==> src/rtl/add_sub_if.sv <==
// add_sub_if: operand/result bundle for add_sub; ovf exists only when ADD_SUB_OVF_EN is defined.
interface add_sub_if #(
    parameter int WIDTH = 4
) ();
    logic             m;
    logic [WIDTH-1:0] a;
    logic [WIDTH-1:0] b;
    logic [WIDTH-1:0] s;
    logic             cout;
`ifdef ADD_SUB_OVF_EN
    logic             ovf;
    modport master (output m, a, b, input s, cout, ovf);
    modport slave  (input m, a, b, output s, cout, ovf);
`else
    modport master (output m, a, b, input s, cout);
    modport slave  (input m, a, b, output s, cout);
`endif
endinterface

==> src/rtl/add_sub.sv <==
// add_sub: registered ripple-carry adder/subtractor, one-cycle latency.
// ADD_SUB_OVF_EN adds a registered signed-overflow flag.
module add_sub #(
    parameter int WIDTH = 4
) (
    input  logic      clk,
    input  logic      rst,
    add_sub_if.slave  bus
);
    logic [WIDTH:0]   c;
    logic [WIDTH-1:0] sum;
    logic [WIDTH-1:0] b_eff;

    // subtract reuses the adder as a + ~b + 1, with m as the carry-in
    assign c[0] = bus.m;

    for (genvar i = 0; i < WIDTH; i++) begin : g_fa
        assign b_eff[i] = bus.b[i] ^ bus.m;
        assign sum[i]   = bus.a[i] ^ b_eff[i] ^ c[i];
        assign c[i+1]   = (bus.a[i] & b_eff[i]) | (c[i] & (bus.a[i] ^ b_eff[i]));
    end

    always_ff @(posedge clk) begin
        if (rst) begin
            bus.s    <= '0;
            bus.cout <= 1'b0;
`ifdef ADD_SUB_OVF_EN
            bus.ovf  <= 1'b0;
`endif
        end else begin
            bus.s    <= sum;
            bus.cout <= c[WIDTH];
`ifdef ADD_SUB_OVF_EN
            bus.ovf  <= c[WIDTH] ^ c[WIDTH-1];
`endif
        end
    end
endmodule

==> src/flat_wrapper.sv <==
// flat-port wrapper written by rule: the top's interface ports become plain ports
module add_sub_flat 
#(
    parameter int WIDTH = 4
)
  (clk, rst, bus_m, bus_a, bus_b, bus_s, bus_cout);
  add_sub_if #(.WIDTH(WIDTH)) bus_i ();
  input  logic clk;
  input  logic rst;
  input wire logic [$bits(bus_i.m)-1:0] bus_m;
  input wire logic [$bits(bus_i.a)-1:0] bus_a;
  input wire logic [$bits(bus_i.b)-1:0] bus_b;
  output wire logic [$bits(bus_i.s)-1:0] bus_s;
  output wire logic [$bits(bus_i.cout)-1:0] bus_cout;
  assign bus_i.m = bus_m;
  assign bus_i.a = bus_a;
  assign bus_i.b = bus_b;
  assign bus_s = bus_i.s;
  assign bus_cout = bus_i.cout;
  add_sub #(.WIDTH(WIDTH)) u_core (.clk(clk), .rst(rst), .bus(bus_i));
endmodule
==> config.mk <==
export PLATFORM = sky130hd
export DESIGN_NAME = add_sub_flat
export DESIGN_NICKNAME = d
export VERILOG_FILES = /design/src/rtl/add_sub_if.sv /design/src/rtl/add_sub.sv /design/src/flat_wrapper.sv
export SDC_FILE = /design/constraint.sdc
export NUM_CORES = 1
export LEC_CHECK = 0
export CORE_AREA = 2 2 39 41
export CTS_CLUSTER_DIAMETER = 120
export DETAILED_ROUTE_END_ITERATION = 8
export DIE_AREA = 0 0 41 43
export PLACE_DENSITY = 0.56
export SLEW_MARGIN = 20
export SYNTH_ARGS = -nofsm -noshare
export SYNTH_HDL_FRONTEND = slang
export SYNTH_SLANG_ARGS = --single-unit
export TNS_END_PERCENT = 5
==> constraint.sdc <==
create_clock -name clk -period 3.9 [get_ports clk]
set_input_delay 0.78 -clock clk [delete_from_list [all_inputs] [get_ports clk]]
set_output_delay 0.78 -clock clk [all_outputs]
set_load 0.005 [all_outputs]
== After elaboration in Yosys (flattened, before gate mapping) ==
Cells that the tools add are included.

* Bits of input ports: 11
* Logic and storage cells: 26
* Register bits: 5

* Bitwise logic cells: 24

{| class="wikitable"
|+ Operators with widths
! operator !! number
|-
| 1-bit XOR || 12
|-
| 1-bit AND || 8
|-
| 1-bit bitwise OR || 4
|}

== Longest topological paths before layout ==
Gate-level depths: netlist of run 1.

* Depth in word-level cells: 10
* Gate-level depth with buffers: 7

== Worst setup path before layout of run 1 ==
No wires, ideal clock.

* Path kind: input -> register
* From: in bus_b[0]
* To: reg u_core.bus.s[3]
* Data required time: 3.786 ns
* Stages on the path: 7
* Library setup time: 0.114 ns
* Setup slack: 1.553 ns
* Data arrival time: 2.234 ns
* Cell sequence: mux2_2 -> fa_1 -> inv_1 -> fa_1 -> inv_1 -> fa_1 -> nor2b_1

* Word-level cells in the longest chain between the ends: 9
* Elaborated cells between the ends (all ways): 10
* Classes of those cells: 10 x bitwise

{| class="wikitable"
|+ Ends and longest elaborated chain
! what !! line !! text
|-
| start, declared || flat_wrapper.sv:12 || <nowiki>input wire logic [$bits(bus_i.b)-1:0] bus_b;</nowiki>
|-
| 1-bit XOR (*) || add_sub.sv:18 || <nowiki>assign b_eff[i] = bus.b[i] ^ bus.m;</nowiki>
|-
| 1-bit XOR || add_sub.sv:20 || <nowiki>assign c[i+1] = (bus.a[i] & b_eff[i]) | (c[i] & (bus.a[i] ^ b_eff[i]));</nowiki>
|-
| 1-bit AND || add_sub.sv:20 ||
|-
| 1-bit bitwise OR (*) || add_sub.sv:20 ||
|-
| 1-bit AND (*) || add_sub.sv:20 ||
|-
| 1-bit bitwise OR (*) || add_sub.sv:20 ||
|-
| 1-bit AND (*) || add_sub.sv:20 ||
|-
| 1-bit bitwise OR (*) || add_sub.sv:20 ||
|-
| 1-bit XOR (*) || add_sub.sv:19 || <nowiki>assign sum[i] = bus.a[i] ^ b_eff[i] ^ c[i];</nowiki>
|-
| named net u_core.sum[3] || add_sub.sv:11 || <nowiki>logic [WIDTH-1:0] sum;</nowiki>
|-
| end signal, assigned || add_sub.sv:31 || <nowiki>bus.s <= sum;</nowiki>
|-
| end, declared || add_sub_if.sv:16 || <nowiki>modport slave (input m, a, b, output s, cout);</nowiki>
|}

Mark *: on every way through the listed nets, which the timed path passes. The rest lies on a longest branch.
A chain may end at the register's enable or synchronous reset.

== Final worst setup path of run 1 ==
Ends and elaborated chain as after synthesis.

==> flow_summary_export.csv, run 1 <==
group,metric,value,unit
place,dpl_worst_slack,0.947,ns
timing,tightest_slew,0.190,ns
grt,grt_pass1_vias,172,
yosys,syn-num-nets,35,
yosys,ys_ff_latch,5,
detailed_routing,drtIter0Drc,0,
finish,post_route_cells_drive_above_1_share,10.0,%
grt,grt_pass1_wl,545,um
finish,antennaDiodeCount,0,
yosys,yosysMostFrequentCell,"dfxtp_1",
timing,max_slew_margin,87.2,%
grt,gr-max-usage-layer,"met4",
detailed_routing,vias,190,
timing,layout_setup_ws,1.21,ns
finish,fill_cells,161,
power_and_ir_drop,ir_drop,0.0775,mV
clocking,postCtsSetupRepairBufs,0,
finish,regArea,100,um2
die,coreArea,0.00138,mm2
detailed_routing,first_pass_iters,1,
detailed_routing,routedWlPerCell,6.88,um
run,cap_viol_max_count,0,
grt,use_met3,0,%
die,die_w,41,um
yosys,yosysTopAreaCellShare,41.0,%
detailed_routing,viasPerCell,3.39,
yosys,netlist_area,244,um2
clocking,cts-root-buf,"clkbuf_4",
clocking,cts_hold_buf,0,
timing,hold_viol,0,
grt,grt-ovfl-total,0,
grt,gr-usage-met1,3.58,%
clocking,clk_pin_slew,0.04,ns
clocking,htree_levels,1,
yosys,netlist.top_cell.by_area,"dfxtp_1",
die,start_util,17.6,%
yosys,synth.area.top_cells,"dfxtp_1, fa_1, nor2b_1",
die,dieArea,0.00176,mm2
detailed_routing,routed_wl,385,um
place,gp_congestion,0.583,
timing,setup_viol_count_final,0,
finish,final_nets,55,
worst_setup_path,worstPathArrival,2.82,ns
timing,slew_viol_final,0,
power_and_ir_drop,power.density,366,mW/mm2
clocking,cts.sinks,5,
yosys,yosysUniqueCellTypes,8,
clocking,cts_tree,"done",
timing,tns,0,ns
timing,rsz0062_at_grt,"no",
finish,areaGrowthSynthToFinish,80.5,%
worst_setup_path,end_kind,"register",
worst_setup_path,cp.required,4.02,ns
place,io_buffers,15,
die,die_h,43,um
worst_setup_path,worstPathMaxFanout,2,
grt,grt_max_degree,6,
timing,post-route-min-period,2.69,ns
grt,antenna_found_initial,0,
grt,grt_use_met2,8.13,%
detailed_routing,antenna_left,0,
clocking,numCtsBuffers,3,
status,outcome,"completed",
detailed_routing,drcViolationCount,0,
power_and_ir_drop,leakagePower,0.000179,uW
yosys,synthTopCellsByCount,"dfxtp_1, fa_1, inv_1, nor2b_1",
worst_hold_path,hold_depth,2,
die,boundaryPins,16,
yosys,avgSynthCellArea,11.6,um2
yosys,yosysWarnings,0,
die,rows,14,
worst_setup_path,critPathLaunchType,"input pin",
clocking,clockBufferDepth,2,
yosys,syn_inst,21,
finish,multi_input_area,133,um2
grt,track_usage,5.24,%
yosys,async_flop_share,0,%
yosys,ys.flop_type,"dfxtp_1",
timing,finalCritPeriodShare,69.1,%
timing,clock.fmax,371,MHz
yosys,synth-edff-count,0,
yosys,ys_seq_area_share,41.0,%
worst_setup_path,crit_type,"input pin to register",
clocking,cts_resized,0,
worst_hold_path,hold_class,"input pin to register",
## report_power, final
part	internal, uW	total (uW)	switching [uW]
clock	38.5	57.8	19.2
combinational	29.5	43.5	14.0
sequential	58.3	59.9	1.57
total	126	161	34.7
## stage by stage
| stage | util, % | hold slack [ns] | instances | power (uW) | instance area [um2] |
|---|---|---|---|---|---|
| after floorplan | - | 0.847 | 21 | 77.1 | 244 |
| after global placement | 29.9 | 1.41 | 52 | 104 | 414 |
| after detailed placement | 29.9 | 1.43 | 52 | 105 | 414 |
| after CTS | 31.8 | 1.18 | 56 | 165 | 440 |
| after global routing | 31.8 | 1.20 | 56 | 172 | 440 |
| final | 31.8 | 1.18 | 56 | 161 | 440 |
## path summary, 6_finish.rpt
| path | from | endpoint | slack [ns] |
|---|---|---|---|
| setup / recovery | bus_b[0] | u_core.bus.s[3] | 1.21 |
| hold / removal | rst | u_core.bus.s[2] | 1.18 |
## sequential cells by signal, indices dropped and copies added, names as in the netlist
name             count
u_core.bus.s         4
u_core.bus.cout      1
## worst max-delay path, stage by stage
cell and delay, ns:
clkdlybuf4s50_1 0.50, mux2_2 0.35, fa_1 0.36, inv_1 0.08
fa_1 0.16, inv_1 0.05, fa_1 0.41, nor2b_1 0.13
## cells by family after synthesis
logic type               after synthesis  share of synthesized area, %
multiplexers                           1                          4.62
buffers and inverters                  3                          4.62
adder cells (fa/ha/maj)                3                          24.6
AND/OR/NAND/NOR                        5                          10.8
XOR/XNOR                               4                          14.4
flip-flops                             5                          41.0
## cell usage in the layout (no fill, tap or decap)
master            n
clkbuf_4          3
nor2_1            2
nor2b_1           3
inv_1             3
clkbuf_1          1
clkdlybuf4s50_1  15
fa_1              3
dfxtp_1           5
xnor2_1           2
mux2_2            1
xor2_1            2
## per-layer routing
metal  vias to the layer above  part of all wire (%)
li1                         99                     -
met1                        81                    34
met2                        10                    58
met3                         0                   8.3
met4                         0                     0
met5                         -                     0
## area by class of cell
cell class	instances	area share (%)
timing repair buffer	15	34.1
multi-input combinational	13	30.1
sequential	5	22.7
clock buffer	4	5.97
tap	16	4.55
inverter	3	2.56
Note: power is estimated with default switching activity, not from simulation.
==> run 2: changes to the inputs <==
--- a/config.mk
+++ b/config.mk
@@ -9,7 +9,7 @@
 export CTS_CLUSTER_DIAMETER = 120
 export DETAILED_ROUTE_END_ITERATION = 8
 export DIE_AREA = 0 0 41 43
-export PLACE_DENSITY = 0.56
+export PLACE_DENSITY = 0.57
 export SLEW_MARGIN = 20
 export SYNTH_ARGS = -nofsm -noshare
 export SYNTH_HDL_FRONTEND = slang
==> constraint.sdc (replaced) <==
create_clock -name clk -period 2.25 [get_ports clk]
set_input_delay 0.45 -clock clk [delete_from_list [all_inputs] [get_ports clk]]
set_output_delay 0.45 -clock clk [all_outputs]
set_load 0.005 [all_outputs]
==> run 2 against run 1 <==
  * Flip-flop and latch count did not move
  * Sequential power rose by 72%
  * Critical path depth did not move
  * Die area did not move
  * Setup slack got worse by 1.1 ns
  * Clock power rose by 72%
  * Global-route usage rose by 0.21 points
  * Non-clock buffer count rose by 2
  * Total power rose by 76%
  * Largest power group unchanged
==> flow_summary_export.csv, run 2 (synthesis gave the netlist of run 1 again) <==
group,metric,value,unit
finish,antennaDiodeCount,0,
finish,largest_reg_flops,4,
place,place_inst,54,
power_and_ir_drop,ir_drop,0.133,mV
power_and_ir_drop,pwr-share-clk,35.1,%
power_and_ir_drop,power.density,616,mW/mm2
worst_setup_path,crit_type,"input pin to register",
worst_setup_path,critPathLaunchType,"input pin",
finish,fill_cells,165,
finish,design_area,460,um2
clocking,htree_levels,1,
place,postPlaceCellArea,429,um2
finish,areaGrowthSynthToFinish,88.7,%
clocking,cts.sinks,5,
place,io_buffers,15,
timing,hold_viol,0,
die,dieArea,0.00176,mm2
power_and_ir_drop,switching_share,21.9,%
clocking,clk_pin_slew,0.04,ns
grt,antenna_found_initial,0,
clocking,numCtsBuffers,3,
detailed_routing,routed_wl,433,um
finish,final_nets,57,
die,coreArea,0.00138,mm2
detailed_routing,drcViolationCount,0,
clocking,postCtsSetupRepairBufs,0,
finish,finalNonFillerCells,58,
timing,finalCritPeriodShare,96.1,%
clocking,clockBufferDepth,2,
finish,regMostFlops,"u_core.bus.s",
power_and_ir_drop,leakagePower,0.000198,uW
finish,largestRegisters,"u_core.bus.s: 4 flops, u_core.bus.cout: 1 flops",
detailed_routing,drtIter0Drc,0,
worst_setup_path,cp_slowest_cell,"clkdlybuf4s50_1",
detailed_routing,vias,199,
place,dpl_worst_slack,-0.389,ns
finish,post_route_cells_drive_above_1_share,21.4,%
die,boundaryPins,16,
grt,track_usage,5.45,%
grt,grt_pass1_wl,538,um
die,die_h,43,um
clocking,cts_hold_buf,0,
worst_setup_path,slowest_delay,0.47,ns
detailed_routing,routedWlPerCell,7.47,um
finish,final_cell_mix,"clkdlybuf4s50_1, dfxtp_1, nor2b_1, clkbuf_4",
detailed_routing,first_pass_iters,1,
timing,tightest_slew,0.240,ns
die,rows,14,
detailed_routing,antenna_left,0,
place,gp_congestion,0.620,
clocking,cts_tree,"done",
worst_setup_path,critPathMostFrequentCell,"fa_2",
worst_setup_path,cp.required,2.37,ns
power_and_ir_drop,power_frac_seq,36.4,%
worst_setup_path,worstPathMaxFanout,1,
detailed_routing,viasPerCell,3.43,
run,cap_viol_max_count,0,
timing,tns,0,ns
grt,grt_pass1_vias,163,
grt,grt_max_degree,6,
clocking,cts-root-buf,"clkbuf_4",
finish,layout_commonest_cell,"clkdlybuf4s50_1",
worst_setup_path,crit_chain,"clkdlybuf4s50_1, xor2_1, fa_2, inv_1, fa_2, inv_2, fa_1, nor2b_1",
power_and_ir_drop,switchingPower,62.2,uW
power_and_ir_drop,total_power,284,uW
worst_setup_path,worstPathArrival,2.28,ns
timing,post-route-min-period,2.16,ns
power_and_ir_drop,p_comb_share,28.4,%
timing,layout_setup_ws,0.0882,ns
power_and_ir_drop,p_int,221,uW
worst_hold_path,hold_class,"input pin to register",
grt,grt-ovfl-total,0,
timing,clock.fmax,463,MHz
worst_setup_path,end_kind,"register",
die,start_util,17.6,%
timing,max_slew_margin,83.9,%
die,die_w,41,um
status,outcome,"completed",
place,hpwlAfterDp,376,um
timing,slew_viol_final,0,
timing,setup_viol_count_final,0,
timing,rsz0062_at_grt,"no",
==> run 2: cell types whose count changed in the layout (fill, tap and decap cells not counted), sizes merged <==
cell           delta
buf               +2
clkdlybuf4s50     -3
dlygate4sd2       +2
dlymetal6s2s      +1
==> run 2: per-layer routing <==
layer	global-route usage [%]	vias up	part of all wire, %
met5	0	-	0
met4	12.0	0	0
met3	0	0	6.5
met2	6.56	10	61
met1	4.90	86	32
li1	-	103	-
==> run 2: layout make-up <==
class / count / area [um2] / area share [%]
inverter: 3 / 11.3 / 2.45
clock buffer: 4 / 26.3 / 5.71
timing repair buffer: 17 / 165 / 35.9
tap: 16 / 20.0 / 4.35
sequential: 5 / 100 / 21.7
multi-input combinational: 13 / 138 / 29.9
==> run 2: repair_timing <==
item	4_1_cts	5_1_grt
pin swaps	0	1
endpoints found under the setup margin	2	1
gates resized for setup	2	4
==> run 2: final timing paths <==
check	cells past startpoint	endpoint	slack (ns)	from
worst max-delay path	8	u_core.bus.s[3]	0.09	bus_b[1]
worst min-delay path	4	u_core.bus.s[0]	0.59	bus_a[0]
==> run 2: worst max-delay path: cells and delay by family <==
kind          cells  cell delay (ns)
fa+ha+maj         3             0.94
xor+xnor          1             0.19
simple gates      1             0.13
buf+inv           3             0.58
==> run 2: through the flow <==
step	hold WS [ns]	util, %
after detailed placement	1.08	31.0
after global placement	1.08	31.0
after floorplan	0.517	-
after CTS	0.636	32.7
after global routing	0.623	33.3
final	0.592	33.3
==> run 2: power by group through the flow <==
stage	sequential, uW	combinational (uW)	clock [uW]
floorplan	107	26.3	0
global placement	105	78.3	0
detailed placement	105	81.9	0
CTS	103	80.7	105
global route	104	91.4	109
finish	103	80.7	99.7
